`config.mk`:
```
export PLATFORM = sky130hd
export DESIGN_NAME = if_fetch
export DESIGN_NICKNAME = d
export VERILOG_FILES = /design/src/rtl/if_fetch.sv
export SDC_FILE = /design/constraint.sdc
export NUM_CORES = 1
export LEC_CHECK = 0
export CORE_MARGIN = 8
export CORE_UTILIZATION = 46
export CTS_CLUSTER_DIAMETER = 80
export DETAILED_ROUTE_END_ITERATION = 8
export GPL_TIMING_DRIVEN = 1
export MAX_ROUTING_LAYER = met4
export PLACE_DENSITY_LB_ADDON = 0.08
export SYNTH_ARGS = -nofsm -noshare
export SYNTH_HDL_FRONTEND = slang
export SYNTH_SLANG_ARGS = --single-unit
```
`constraint.sdc`:
```
create_clock -name clk_i -period 1.97 [get_ports clk_i]
set_input_delay 0.394 -clock clk_i [delete_from_list [all_inputs] [get_ports clk_i]]
set_output_delay 0.394 -clock clk_i [all_outputs]
set_load 0.05 [all_outputs]
```
`src/rtl/if_fetch.sv`:
```
// if_fetch: instruction fetch stage.
// Issues one instruction-bus request at a time from pc_q and captures the
// response into a registered decode-stage output with a one-entry skid
// buffer behind it. A redirect flushes younger work and retargets the fetch.
module if_fetch #(
    parameter int                  PC_WIDTH = 32,
    parameter logic [PC_WIDTH-1:0] RESET_PC = 32'h0000_0000
) (
    input  logic                clk_i,
    input  logic                rst_n_i,
    input  logic [PC_WIDTH-1:0] F_sel_PC_i,
    input  logic                redirect_i,
    output logic [PC_WIDTH-1:0] F_PC_o,
    output logic                instr_req_o,
    output logic [PC_WIDTH-1:0] instr_addr_o,
    input  logic                instr_addr_ok_i,
    input  logic                instr_data_ok_i,
    input  logic [31:0]         instr_rdata_i,
    input  logic                D_allowin_i,
    output logic                D_valid_o,
    output logic [PC_WIDTH-1:0] D_PC_o,
    output logic [31:0]         D_instr_o
);

    typedef enum logic [1:0] {
        S_IDLE,
        S_REQ,
        S_WAIT
    } state_t;

    state_t              state_q;
    logic [PC_WIDTH-1:0] pc_q;
    logic [PC_WIDTH-1:0] req_pc_q;
    logic                discard_q;

    logic                skid_valid_q;
    logic [PC_WIDTH-1:0] skid_pc_q;
    logic [31:0]         skid_instr_q;

    logic                d_valid_q;
    logic [PC_WIDTH-1:0] d_pc_q;
    logic [31:0]         d_instr_q;

    logic                addr_fire;
    logic                data_fire;
    logic                capture;
    logic                out_free;
    logic                flush;

    // Handshake decode shared by the FSM and the output pipeline
    always_comb begin
        addr_fire = instr_req_o & instr_addr_ok_i;
        data_fire = (state_q == S_WAIT) & instr_data_ok_i;
        capture   = data_fire & ~discard_q & ~redirect_i;
        out_free  = ~d_valid_q | D_allowin_i;
        flush     = redirect_i & (state_q != S_IDLE);
    end

    assign F_PC_o       = pc_q + PC_WIDTH'(4);
    assign instr_req_o  = (state_q == S_REQ) & ~skid_valid_q;
    assign instr_addr_o = pc_q;

    assign D_valid_o = d_valid_q;
    assign D_PC_o    = d_pc_q;
    assign D_instr_o = d_instr_q;

    // Fetch FSM: PC, outstanding-request address and discard flag
    always_ff @(posedge clk_i) begin
        if (!rst_n_i) begin
            state_q   <= S_IDLE;
            pc_q      <= RESET_PC;
            req_pc_q  <= '0;
            discard_q <= 1'b0;
        end else begin
            unique case (state_q)
                S_IDLE: begin
                    state_q <= S_REQ;
                end
                S_REQ: begin
                    if (addr_fire) begin
                        req_pc_q  <= pc_q;
                        state_q   <= S_WAIT;
                        // An accept in the redirect cycle belongs to the old path
                        discard_q <= redirect_i;
                    end
                    if (redirect_i) begin
                        pc_q <= F_sel_PC_i;
                    end
                end
                S_WAIT: begin
                    if (data_fire) begin
                        state_q   <= S_REQ;
                        discard_q <= 1'b0;
                    end else if (redirect_i) begin
                        discard_q <= 1'b1;
                    end
                    // A dropped response leaves pc_q alone unless redirected
                    if (capture || redirect_i) begin
                        pc_q <= F_sel_PC_i;
                    end
                end
                default: begin
                    state_q <= S_IDLE;
                end
            endcase
        end
    end

    // Output register and skid buffer toward decode
    always_ff @(posedge clk_i) begin
        if (!rst_n_i) begin
            d_valid_q    <= 1'b0;
            d_pc_q       <= '0;
            d_instr_q    <= '0;
            skid_valid_q <= 1'b0;
            skid_pc_q    <= '0;
            skid_instr_q <= '0;
        end else if (flush) begin
            d_valid_q    <= 1'b0;
            skid_valid_q <= 1'b0;
        end else if (skid_valid_q) begin
            // No request is issued while the skid is full, so no capture here
            if (out_free) begin
                d_valid_q    <= 1'b1;
                d_pc_q       <= skid_pc_q;
                d_instr_q    <= skid_instr_q;
                skid_valid_q <= 1'b0;
            end
        end else if (capture) begin
            if (out_free) begin
                d_valid_q <= 1'b1;
                d_pc_q    <= req_pc_q;
                d_instr_q <= instr_rdata_i;
            end else begin
                skid_valid_q <= 1'b1;
                skid_pc_q    <= req_pc_q;
                skid_instr_q <= instr_rdata_i;
            end
        end else if (D_allowin_i) begin
            d_valid_q <= 1'b0;
        end
    end

endmodule

```
After elaboration in Yosys (flattened, before gate mapping)

Cells that the tools add are included.

Reductions and logical operators: 13
Equality and inequality tests: 7
$add $sub $neg: 1
Bitwise gates (word level): 14
Mux-type cells: 25

Operators with widths:

| operator                                                                 | count |
|---|---|
| 32-bit 2-to-1 mux                                                        | 10 |
| 32-bit one-hot mux with 2 select lines                                   | 1 |
| 32-bit by 3-bit adder with 32-bit output (second input constant)         | 1 |
| 1-bit 2-to-1 mux                                                         | 10 |
| 3-bit AND reduction                                                      | 3 |
| 1-bit inverter                                                           | 7 |
| 1-bit AND                                                                | 6 |
| 2-bit inequality test (second input constant)                            | 3 |
| 2-bit one-hot mux with 3 select lines                                    | 1 |
| 2-bit nonzero test                                                       | 3 |
| 2-bit 2-to-1 mux                                                         | 2 |
| 2-bit AND reduction                                                      | 2 |
| 4-bit AND reduction                                                      | 1 |
| 3-bit inequality test (second input constant)                            | 1 |
| 3-bit nonzero test                                                       | 1 |
| 2-bit by 1-bit == test with 1-bit output (second input constant)         | 1 |
| 2-bit == test (second input constant)                                    | 1 |
| 2-bit zero test                                                          | 1 |
| 2-bit by 1-bit inequality test with 1-bit output (second input constant) | 1 |
| 1-bit one-hot mux with 2 select lines                                    | 1 |
| 2-bit OR reduction                                                       | 1 |
| 1-bit logical OR                                                         | 1 |
| 1-bit bitwise OR                                                         | 1 |

Input bits: 70
Logic and storage cells: 70
Flip-flop bits (word level): 197
Output and inout bits: 130

Logic depth before layout (Yosys ltp)

Word-level depth: 7
Mapped depth: 7
Depth with buffers taken out: 4

Least setup slack after synthesis

Ideal clock, no wire load.

Kind: flip-flop to output port
Start: register pc_q[10] (netlist: instr_addr_o[10])
End: output port F_PC_o[27]
Data required time: 1,576 ps
Stages on the path, launching flop included: 7
Arrival time: 2,673 ps
Buffers on the path: 2
Setup slack: -1,097 ps
Cells stage by stage: dfxtp_1 buf_4 nand4_1 or4_1 buf_6 nor4_4 xor2_1

Cells in the longest elaborated chain, start to end: 1

RTL lines:

| what                                     | RTL line | source |
|---|---|---|
| start: declaration                       | 32       | `logic [PC_WIDTH-1:0] pc_q;` |
| start signal: assignment                 | 87       | `pc_q <= F_sel_PC_i;` |
| start signal: assignment                 | 99       | `pc_q <= F_sel_PC_i;` |
| 32-bit by 3-bit adder with 32-bit output | 59       | `assign F_PC_o = pc_q + PC_WIDTH'(4);` |
| end: declaration                         | 13       | `output logic [PC_WIDTH-1:0] F_PC_o,` |

Every way passes these cells.

Worst setup path after layout

Start: register pc_q[16] (netlist: instr_addr_o[16])
End: output port F_PC_o[31]

Same word-level chain as after synthesis.

==> results.yml <==
run_status:
  status: "complete, but fails checks"
  violations: "negative setup slack"
drt:
  route.detailed.drc: 0
  drtIter0Drc: 432
  wl_per_cell_um: 17.8
  num_vias: 7833
  antenna_left: 0
  viasPerCell: 5.35
  drt_first_pass_iters: 5
  wl_mm: 26.0
cells_and_area:
  layout-drive-gt1-share_pct: 30.5
  register_area_um2: 4020
  diodes: 0
  fillers: 1450
  final_common_cell: "nand2_1"
  final_cell_mix: "267 x nand2_1, 171 x dfxtp_1, 118 x buf_4, 68 x a21boi_0, 67 x clkdlybuf4s50_1"
  area_growth_pct: 51.2
  final_nets: 1288
  utilization_pct: 71.3
  layout.cells.non_filler: 1464
  multi_input_area_um2: 5100
sta:
  hold_ws_ns: 0.380
  fin_ws_ns: -0.709
  fmax_mhz: 373
  tightest_slew_ns: 0.535
  finalHoldViolCount: 0
  rsz0062_at_grt: "yes"
  drv_slew: 0
  post-route-period-util_pct: 136
  slew-limit-headroom_pct: 64.5
  finalClockSkew_ns: 0.0116
  post-route-min-period_ns: 2.68
  setup_violations: 26
placement:
  portBuffers: 199
  place.gp.congestion: 0.795
  place_ws_ns: -0.516
  place_inst: 1411
  dp_hpwl_mm: 17.3
synth:
  synthesis.area_um2: 8850
  syn_avg_cell_area_um2: 8.95
  netlist.area_leader.share_pct: 44.6
  syn_inst: 989
  seq_area_frac_synth_pct: 44.6
  synth_fp_nets: 1060
  synth_top_cell_by_area: "dfxtp_1"
  ys_ff_latch: 197
  synth_area_leaders: "dfxtp_1 45%, nand2_1 11%, o221a_2 8.1%"
  synth_warnings: 0
  ys_types: 43
global_routing:
  grt_first_pass_wirelength_mm: 40.7
  grt_max_degree: 72
  antenna_found_initial: 0
  track_usage_pct: 21.4
  gr-total-overflow: 0
  grt_pass1_vias: 7597
worst_setup_path:
  ff2ff_setup_slack_ns: 0.06
  r2r-end: "D_instr_o[4]$_SDFFE_PN0P_"
  worst-path-max-fanout: 4
  max_stage_delay_ns: 0.64
  worstSetupPathType: "reg2out"
  endpoint_kind: "primary output"
  cp_data_required_time_ns: 1.58
  ff2ff_path_depth: 7
  cp.arrival_ns: 2.29
  startpoint: "instr_addr_o[16]$_SDFFE_PN0P_"
  crit_family: "simple AND/OR/NAND/NOR gates"
  start_kind: "flip-flop"
  regToRegStartpoint: "discard_q$_SDFFE_PN0P_"
  crit_slowest_cell: "or4_4"
  path_cells: "nand4_4, or4_4, buf_6, nor3_4, xor2_4, buf_12"
  worst-path-buf-inv: 2
die:
  start_util_pct: 47.2
  die-area_um2: 23900
  core_um2: 18800
  num_rows: 50
  die_x_um: 155
  die_h_um: 155
  pin_count: 200
clock_network:
  clock_latency_ns: 0.42
  cts_buffers: 17
  cts_buffer_depth: 2
  path_clk_slew_ns: 0.07
  htreeDepth: 4
  hold_buffers: 0
  cts_tree: "yes"
  cts-root-buf: "clkbuf_16"
  clkSinkCount: 197
hold_path:
  min_to: "instr_addr_o[5]$_SDFFE_PN0P_"
  hp-start: "rst_n_i"
  hold_path_depth: 2
  min_path_type: "in2reg"
power:
  power_leakage_nw: 5.55
  p_per_area_nw_per_um2: 696
  vdd_drop_max_v: 0.000564
  finalPower_w: 0.00932
flow_run:
  drv_cap: 0
==> state kept, by name, summed over array words and instances, names as in the netlist <==
signal        cells
D_PC_o           32
D_instr_o        32
instr_addr_o     32
req_pc_q         32
skid_instr_q     32
skid_pc_q        32
state_q           2
D_valid_o         1
discard_q         1
skid_valid_q      1
==> worst max-delay path by stage <==
stage | to | cells after the start | slack (ns)
after floorplan | F_PC_o[24] | 5 | -0.55
after global placement | skid_pc_q[31]$_SDFFE_PN0P_ | 6 | -0.48
after detailed placement | skid_pc_q[31]$_SDFFE_PN0P_ | 6 | -0.52
after CTS | F_PC_o[27] | 6 | -0.77
after global routing | F_PC_o[31] | 6 | -0.79
final | F_PC_o[31] | 6 | -0.71
==> cells in the mapped netlist, drive strengths merged <==
| master | instances |
|---|---|
| nand2 | 268 |
| dfxtp | 197 |
| a21boi | 128 |
| mux2i | 64 |
| o221a | 64 |
| clkbuf | 54 |
| nand3 | 41 |
| buf | 40 |
| o21ai | 36 |
| xor2 | 17 |
| nand4 | 11 |
| xnor2 | 11 |
| nor3 | 9 |
| nor4 | 9 |
| nor2 | 8 |
| inv | 6 |
| and2 | 3 |
| and4 | 3 |
| nand2b | 3 |
| nor2b | 3 |
| o21a | 2 |
| or2 | 2 |
| or3b | 2 |
| or4 | 2 |
| a211oi | 1 |
| ha | 1 |
| nor3b | 1 |
| o211a | 1 |
| o22ai | 1 |
| o311a | 1 |
==> cell families after synthesis <==
family / after synthesis / synth area share [%]
flops: 197 / 44.6
fa+ha+maj: 1 / 0.141
mux: 64 / 7.24
xor+xnor: 28 / 2.77
simple gates: 365 / 18.2
buf+inv: 100 / 5.53
compound gates: 234 / 21.6
==> worst reg2reg max path: cells and delay by family, from the launching register on <==
family | cells | cell delay (ns)
AO/OA/AOI/OAI | 2 | 0.45
buffers and inverters | 3 | 0.47
flip-flops | 1 | 0.34
AND/OR/NAND/NOR | 2 | 0.59
==> routing by layer <==
| metal | share of wire [%] | GRT usage, % |
|---|---|---|
| met4 | 0.80 | 4.81 |
| met5 | 0 | - |
| met1 | 46 | 28.0 |
| met2 | 46 | 31.9 |
| met3 | 7.3 | 6.66 |
==> what timing repair did <==
action / CTS / global route
endpoints found under the setup margin: 138 / 102
resized for setup: 77 / 20
cloned: 1 / 7
setup buffers: 25 / 11
pin swaps: 21 / 20
==> area by class of cell <==
cell class                      instances  area share [%]
Clock inverter                         11            1.27
Tap cell                              234            2.19
Clock buffer                           21            3.53
Multi-Input combinational cell        692            38.1
Timing Repair Buffer                  303            24.7
Sequential cell                       197            30.0
Inverter                                6           0.168
==> power by group <==
group / internal (W) / leakage [nW] / switching [W]
Sequential: 0.00405 / 1.61 / 0.0000593
Combinational: 0.000631 / 3.63 / 0.000818
Clock: 0.00225 / 0.317 / 0.00151
==> through the flow <==
| stage | instance area (um2) | TNS (ns) |
|---|---|---|
| after floorplan | 9460 | -7.22 |
| after global placement | 12300 | -57.19 |
| after detailed placement | 12300 | -59.42 |
| after CTS | 13100 | -13.25 |
| after global routing | 13400 | -14.89 |
| final | 13400 | -12.62 |
No activity file was read; power rests on OpenSTA's default activity.
